File: src/rtl/red_pitaya_iq_demodulator_block.sv
// IQ demodulator: mixes signal_i with sin/cos and integrates-and-dumps each product over 2^N samples.
// Optional sticky saturation flag on overflow_o is built when IQ_DEMOD_OVERFLOW_FLAG_EN is defined.
module red_pitaya_iq_demodulator_block #(
    parameter int INBITS    = 14,
    parameter int SINBITS   = 14,
    parameter int OUTBITS   = 18,
    parameter int SHIFTBITS = 1,
    parameter int LOG2MAX   = 10
) (
    input  logic                      clk_i,
    input  logic                      rst_i,
    input  logic signed [SINBITS-1:0] sin,
    input  logic signed [SINBITS-1:0] cos,
    input  logic signed [INBITS-1:0]  signal_i,
    input  logic [3:0]                avg_log2_i,
    input  logic                      restart_i,
    output logic signed [OUTBITS-1:0] signal1_o,
    output logic signed [OUTBITS-1:0] signal2_o,
    output logic                      valid_o,
    output logic                      overflow_o
);

    localparam int PW    = INBITS + SINBITS;
    localparam int AW    = PW + LOG2MAX;
    localparam int SHIFT = PW - 1 - OUTBITS - SHIFTBITS;
    localparam int NW    = $clog2(LOG2MAX + 1);
    localparam int CW    = (LOG2MAX > 0) ? LOG2MAX : 1;

    localparam logic signed [AW-1:0] OMAX = AW'((longint'(1) << (OUTBITS - 1)) - 1);
    localparam logic signed [AW-1:0] OMIN = ~OMAX;

    logic signed [INBITS-1:0]  sig_q;
    logic signed [SINBITS-1:0] sin_q;
    logic signed [SINBITS-1:0] cos_q;
    logic                      in_vld;

    logic signed [PW-1:0]      p1;
    logic signed [PW-1:0]      p2;
    logic                      p_vld;

    logic signed [AW-1:0]      acc1;
    logic signed [AW-1:0]      acc2;
    logic [CW-1:0]             cnt;
    logic [NW-1:0]             n_q;
    logic signed [AW-1:0]      avg1;
    logic signed [AW-1:0]      avg2;
    logic                      dump_q;

    logic signed [AW-1:0]      sum1;
    logic signed [AW-1:0]      sum2;
    logic [NW-1:0]             n_new;
    logic                      dump;
    logic signed [AW-1:0]      scaled1;
    logic signed [AW-1:0]      scaled2;
    logic signed [OUTBITS-1:0] sat1;
    logic signed [OUTBITS-1:0] sat2;
    logic                      hit1;
    logic                      hit2;

    // in_vld keeps the reset-time zeros in the input register from being counted as a sample
    always_ff @(posedge clk_i or posedge rst_i) begin
        if (rst_i) begin
            sig_q  <= '0;
            sin_q  <= '0;
            cos_q  <= '0;
            in_vld <= 1'b0;
        end else begin
            sig_q  <= signal_i;
            sin_q  <= sin;
            cos_q  <= cos;
            in_vld <= 1'b1;
        end
    end

    // A restart invalidates the product loaded on that edge, so counting starts with the restart-edge sample
    always_ff @(posedge clk_i or posedge rst_i) begin
        if (rst_i) begin
            p1    <= '0;
            p2    <= '0;
            p_vld <= 1'b0;
        end else begin
            p1    <= sig_q * sin_q;
            p2    <= sig_q * cos_q;
            p_vld <= in_vld & ~restart_i;
        end
    end

    always_comb begin
        sum1  = acc1 + AW'(p1);
        sum2  = acc2 + AW'(p2);
        n_new = (32'(avg_log2_i) > LOG2MAX) ? NW'(LOG2MAX) : NW'(avg_log2_i);
        dump  = p_vld && (cnt == CW'((32'd1 << n_q) - 32'd1));
    end

    always_ff @(posedge clk_i or posedge rst_i) begin
        if (rst_i) begin
            acc1   <= '0;
            acc2   <= '0;
            cnt    <= '0;
            n_q    <= '0;
            avg1   <= '0;
            avg2   <= '0;
            dump_q <= 1'b0;
        end else begin
            dump_q <= 1'b0;
            if (restart_i) begin
                acc1 <= '0;
                acc2 <= '0;
                cnt  <= '0;
                n_q  <= n_new;
            end else if (dump) begin
                avg1   <= sum1 >>> n_q;
                avg2   <= sum2 >>> n_q;
                acc1   <= '0;
                acc2   <= '0;
                cnt    <= '0;
                n_q    <= n_new;
                dump_q <= 1'b1;
            end else if (p_vld) begin
                acc1 <= sum1;
                acc2 <= sum2;
                cnt  <= cnt + CW'(1);
            end
        end
    end

    always_comb begin
        scaled1 = avg1 >>> SHIFT;
        scaled2 = avg2 >>> SHIFT;
        sat1    = OUTBITS'(scaled1);
        sat2    = OUTBITS'(scaled2);
        hit1    = 1'b0;
        hit2    = 1'b0;
        if (scaled1 > OMAX) begin
            sat1 = OMAX[OUTBITS-1:0];
            hit1 = 1'b1;
        end else if (scaled1 < OMIN) begin
            sat1 = OMIN[OUTBITS-1:0];
            hit1 = 1'b1;
        end
        if (scaled2 > OMAX) begin
            sat2 = OMAX[OUTBITS-1:0];
            hit2 = 1'b1;
        end else if (scaled2 < OMIN) begin
            sat2 = OMIN[OUTBITS-1:0];
            hit2 = 1'b1;
        end
    end

    always_ff @(posedge clk_i or posedge rst_i) begin
        if (rst_i) begin
            signal1_o <= '0;
            signal2_o <= '0;
            valid_o   <= 1'b0;
        end else begin
            valid_o <= dump_q;
            if (dump_q) begin
                signal1_o <= sat1;
                signal2_o <= sat2;
            end
        end
    end

`ifdef IQ_DEMOD_OVERFLOW_FLAG_EN
    // Restart takes priority so a clear is never undone by a result already in flight
    always_ff @(posedge clk_i or posedge rst_i) begin
        if (rst_i) begin
            overflow_o <= 1'b0;
        end else if (restart_i) begin
            overflow_o <= 1'b0;
        end else if (dump_q && (hit1 || hit2)) begin
            overflow_o <= 1'b1;
        end
    end
`else
    assign overflow_o = 1'b0;
`endif

endmodule

File: config.mk
export PLATFORM = sky130hd
export DESIGN_NAME = red_pitaya_iq_demodulator_block
export DESIGN_NICKNAME = d
export VERILOG_FILES = /design/src/rtl/red_pitaya_iq_demodulator_block.sv
export SDC_FILE = /design/constraint.sdc
export NUM_CORES = 2
export LEC_CHECK = 0
export CORE_ASPECT_RATIO = 0.8
export CORE_MARGIN = 5
export CORE_UTILIZATION = 40
export CTS_BUF_LIST = sky130_fd_sc_hd__clkbuf_4
export DETAILED_ROUTE_END_ITERATION = 7
export GPL_TIMING_DRIVEN = 0
export PLACE_DENSITY = 0.57
export SYNTH_ARGS = -nofsm -noshare
export SYNTH_HDL_FRONTEND = slang
export SYNTH_SLANG_ARGS = --single-unit
File: constraint.sdc
create_clock -name clk_i -period 20.3 [get_ports clk_i]
set_input_delay 4.06 -clock clk_i [delete_from_list [all_inputs] [get_ports clk_i]]
set_output_delay 4.06 -clock clk_i [all_outputs]
set_load 0.02 [all_outputs]
==> summary.txt <==
Place
  • DP Area: around 35,000 um2
  • Dpl hpwl: slightly below 80 mm
  • GP Congestion: about 0.95
  • Port bufs: between 80 and 90

Synthesis
  • Mapped cell area: between 30,000 and 40,000 um2
  • Sequential cell area fraction in the yosys report: 22.32%
  • Synth Warn #: 0
  • Mapped Nets: 4,170
  • EDFF count, synth: 0
  • Mean Syn Cell Area: between 9 and 10 um2
  • Main synth FF type: dfrtp_1
  • Synth Register Bits: ~290
  • Library cells used by synthesis: ~90
  • Mapped Cells: 3,519
  • Asr flop ratio synth: between 90% and 100%

Clock network
  • H-tree depth: 3
  • Clock root cell: clkbuf_4
  • Clock Pin Slew Worst Setup and Hold Paths: approximately 0.07 ns
  • CTS tree: built
  • Post-CTS Hold Buffers: 0
  • Num CTS Buffers: between 80 and 90
  • PostCTS Resize Cnt: 0
  • Clock Path Buffers: 3
  • Clk sinks: about 290
  • Post-CTS setup repair buffer count: 0
  • Clk_lat worst skew: between 0.8 and 0.9 ns

Layout
  • Share of cells above drive strength 1: ~5.6%
  • Post-route cell area: around 36,000 um2
  • Final core utilization: 44.39%
  • Layout net count: ~4,300
  • Area added between synthesis and finish: 10.39%

Setup path
  • Worst reg2reg endpoint: p2[26]$_DFF_PP0_
  • Max stage delay on crit path: around 0.80 ns
  • Startpoint types: flip-flop
  • Crit path capture type: flip-flop
  • Delay-heaviest family, CP: adder cells
  • CP dominant cell by count: fa_1
  • Crit path buf inv count: 6
  • Crit path max fanout: 10
  • Worst r2r src: sig_q[8]$_DFF_PP0_
  • Crit path required time: about 21 ns
  • Reg2reg setup slack: between 10 and 15 ns
  • CP Class: flip-flop to flip-flop
  • WP data arrival: 8.41 ns
  • Worst path slowest cell: clkbuf_1
  • Worst Reg-to-Reg Cells: 24
  • CP cell instances: clkbuf_1, clkbuf_1, and2_1, fa_1, inv_1, fa_1, inv_1, fa_1, fa_1, fa_1, inv_1, fa_1, inv_1, ha_1, a21o_1, a21oi_1, nand2_1, a31oi_1, o211a_1, o31ai_1, o41ai_1, o21bai_1, a21oi_1, xnor2_1

Min path
  • Hold depth: 0
  • Hold Path Sink: valid_o$_DFF_PP0_
  • Min-Delay Path Class: flip-flop to flip-flop
  • Min-delay src: dump_q$_DFF_PP0_

Route
  • Drt total wl: 98.00 mm
  • Drt pass-1 iters: 6
  • Routed Antenna Nets: 0
  • Initial DRC count: 2,013
  • Number of remaining DRC errors: 0
  • Vias: roughly 26,000
  • Post-DR wirelength/cell: around 20 um
  • Via/cell ratio: around 5.5

STA
  • Max-slew violation count: 0
  • Final setup fails: 0
  • TNS Setup: 0 ns
  • FMAX: 130.8 MHz
  • Tcrit/Tclk final: between 30 and 40%
  • RSZ-0062 raised after global routing: no
  • Slew @ Worst Pin: about 1.2 ns
  • Worst Skew: 0.1063 ns
  • Max_slew headroom: just over 20%
  • Tmin final: between 7 and 8 ns
  • Fin. Hold Viols: 0

Power
  • Lkg Pwr: between 15 and 20 nW
  • Power, Total: 6.640 mW
  • PwrDens: about 190 nW/um2
  • Worst VDD drop: about 0.23 mV

Global routing
  • Total congestion overflow: 0
  • Met1 Use GR: around 33%
  • Routing usage on met3: between 6 and 7%
  • Initial antenna violation count: 5
  • GRT Overall Usage: between 20% and 30%
  • Global-route wire length before repair: roughly 160 mm
  • Largest net degree at the start of global routing: between 100 and 150
  • GR Layer Usage met2: approximately a third
  • GR peak layer: met2
  • Vias in the first global route: 26,920

Die
  • DIE AREA: between 80,000 and 90,000 um2
  • Die width: about 330 um
  • Die H: between 200 and 300 um
  • Initial Util: approximately 40%
  • CORE AREA: around 80,000 um2
  • Row count: 93
  • Top Ports: 87

Outcome
  • Run status: finished, final reports clean

Job
  • Max-Cap Viols: 0
[synth_stat cells, types with 21 or more instances]
cell      instances  area, um2
xnor2_1         104      910.9
a21oi_1         201       1006
nand2_1         382       1434
fa_1            392       7848
a21o_1           52      390.4
inv_1           490       1839
mux2i_1          69      690.7
ha_1            210       2628
a211oi_1         47      352.8
a22o_1           55      481.7
xor2_1           38      332.8
o21ai_0         130      650.6
o211ai_1         21      157.7
nor3_1           43      215.2
and2_1          232       1451
nor2_1          183      686.9
nand2b_1         23      143.9
dfrtp_1         288       7207
clkbuf_1        154      578.1
and3_1           29      181.4
nand3_1          35      175.2
[kinds of logic after synthesis]
logic type,synth area share (%)
other,0.02326
AO/OA/AOI/OAI,14.28
AND/OR/NAND/NOR,15.19
buffers and inverters,7.879
multiplexers,4.000
XOR/XNOR,3.852
adder cells (fa/ha/maj),32.45
flip-flops,22.32
[layer usage]
metal  vias up  share of wire [%]
met3       150                9.5
li1      12040                  -
met2       929                 43
met4         0                2.4
met1     13120                 45
met5         -                  0
[flip-flops by register name, summed over array words and instances, names as in the netlist]
register / cells
acc1: 38
acc2: 38
avg1: 30
avg2: 30
cnt: 10
cos_q: 14
dump_q: 1
in_vld: 1
n_q: 4
p1: 28
p2: 28
p_vld: 1
sig_q: 14
signal1_o: 18
signal2_o: 18
sin_q: 14
valid_o: 1
[worst max path at each step]
stage | startpoint | to | slack [ns] | depth (start not counted)
finish | sig_q[8]$_DFF_PP0_ | p2[26]$_DFF_PP0_ | 12.66 | 24
global route | sig_q[8]$_DFF_PP0_ | p2[27]$_DFF_PP0_ | 12.18 | 24
CTS | sig_q[8]$_DFF_PP0_ | p2[27]$_DFF_PP0_ | 12.73 | 24
detailed placement | sig_q[8]$_DFF_PP0_ | p2[27]$_DFF_PP0_ | 12.75 | 24
global placement | rst_i | signal2_o[3]$_DFFE_PP0P_ | 3.96 | 2
floorplan | rst_i | acc1[0]$_DFFE_PP0P_ | 8.29 | 1
[final cells by class]
cell class | count | area (um2)
inverters | 495 | 1866
clock buffers | 120 | 900.9
well taps | 1045 | 1308
plain buffers | 179 | 685.7
flip-flops and latches | 288 | 7207
diodes | 3 | 7.507
clock inverters | 29 | 225.2
fillers | 8000 | 44650
multi-input cells | 2557 | 22530
repair buffers | 87 | 905.9
[worst reg2reg max path, delay by kind of cell, from the launching register on]
kind / cells / cell delay (ns)
compound gates: 8 / 1.95
fa+ha+maj: 7 / 3.07
flops: 1 / 0.32
buf+inv: 6 / 1.74
simple gates: 2 / 0.35
xor+xnor: 1 / 0.13
[stage by stage]
stage | instances | setup slack, ns | hold WS [ns]
2_1_floorplan | 3519 | 8.291 | 0.3650
3_3_place_gp | 4649 | 3.964 | 0.3999
3_5_place_dp | 4651 | 12.75 | 0.3978
4_1_cts | 4800 | 12.73 | 0.4044
5_1_grt | 4802 | 12.18 | 0.4190
6_report | 4803 | 12.66 | 0.4060
[report_power, final]
part | total [mW] | switching (mW) | internal [mW]
Combinational | 5.23 | 3.04 | 2.19
Clock | 0.602 | 0.279 | 0.322
Sequential | 0.811 | 0.0689 | 0.742
Total | 6.64 | 3.38 | 3.26
[placed cells by master (no fill, tap or decap), types with 23 or more instances in the layout]
master,Yosys,layout
a211oi_1,47,47
a21o_1,52,52
a21oi_1,201,201
a22o_1,55,55
and2_1,232,232
and3_1,29,29
clkbuf_1,154,154
clkbuf_4,0,120
clkdlybuf4s50_1,0,85
dfrtp_1,288,288
fa_1,392,392
ha_1,210,210
inv_1,490,489
mux2i_1,69,69
nand2_1,382,382
nand2b_1,23,23
nand3_1,35,35
nor2_1,183,183
nor3_1,43,43
o21ai_0,130,130
xnor2_1,104,104
xor2_1,38,38
(Power assumes the default switching activity.)
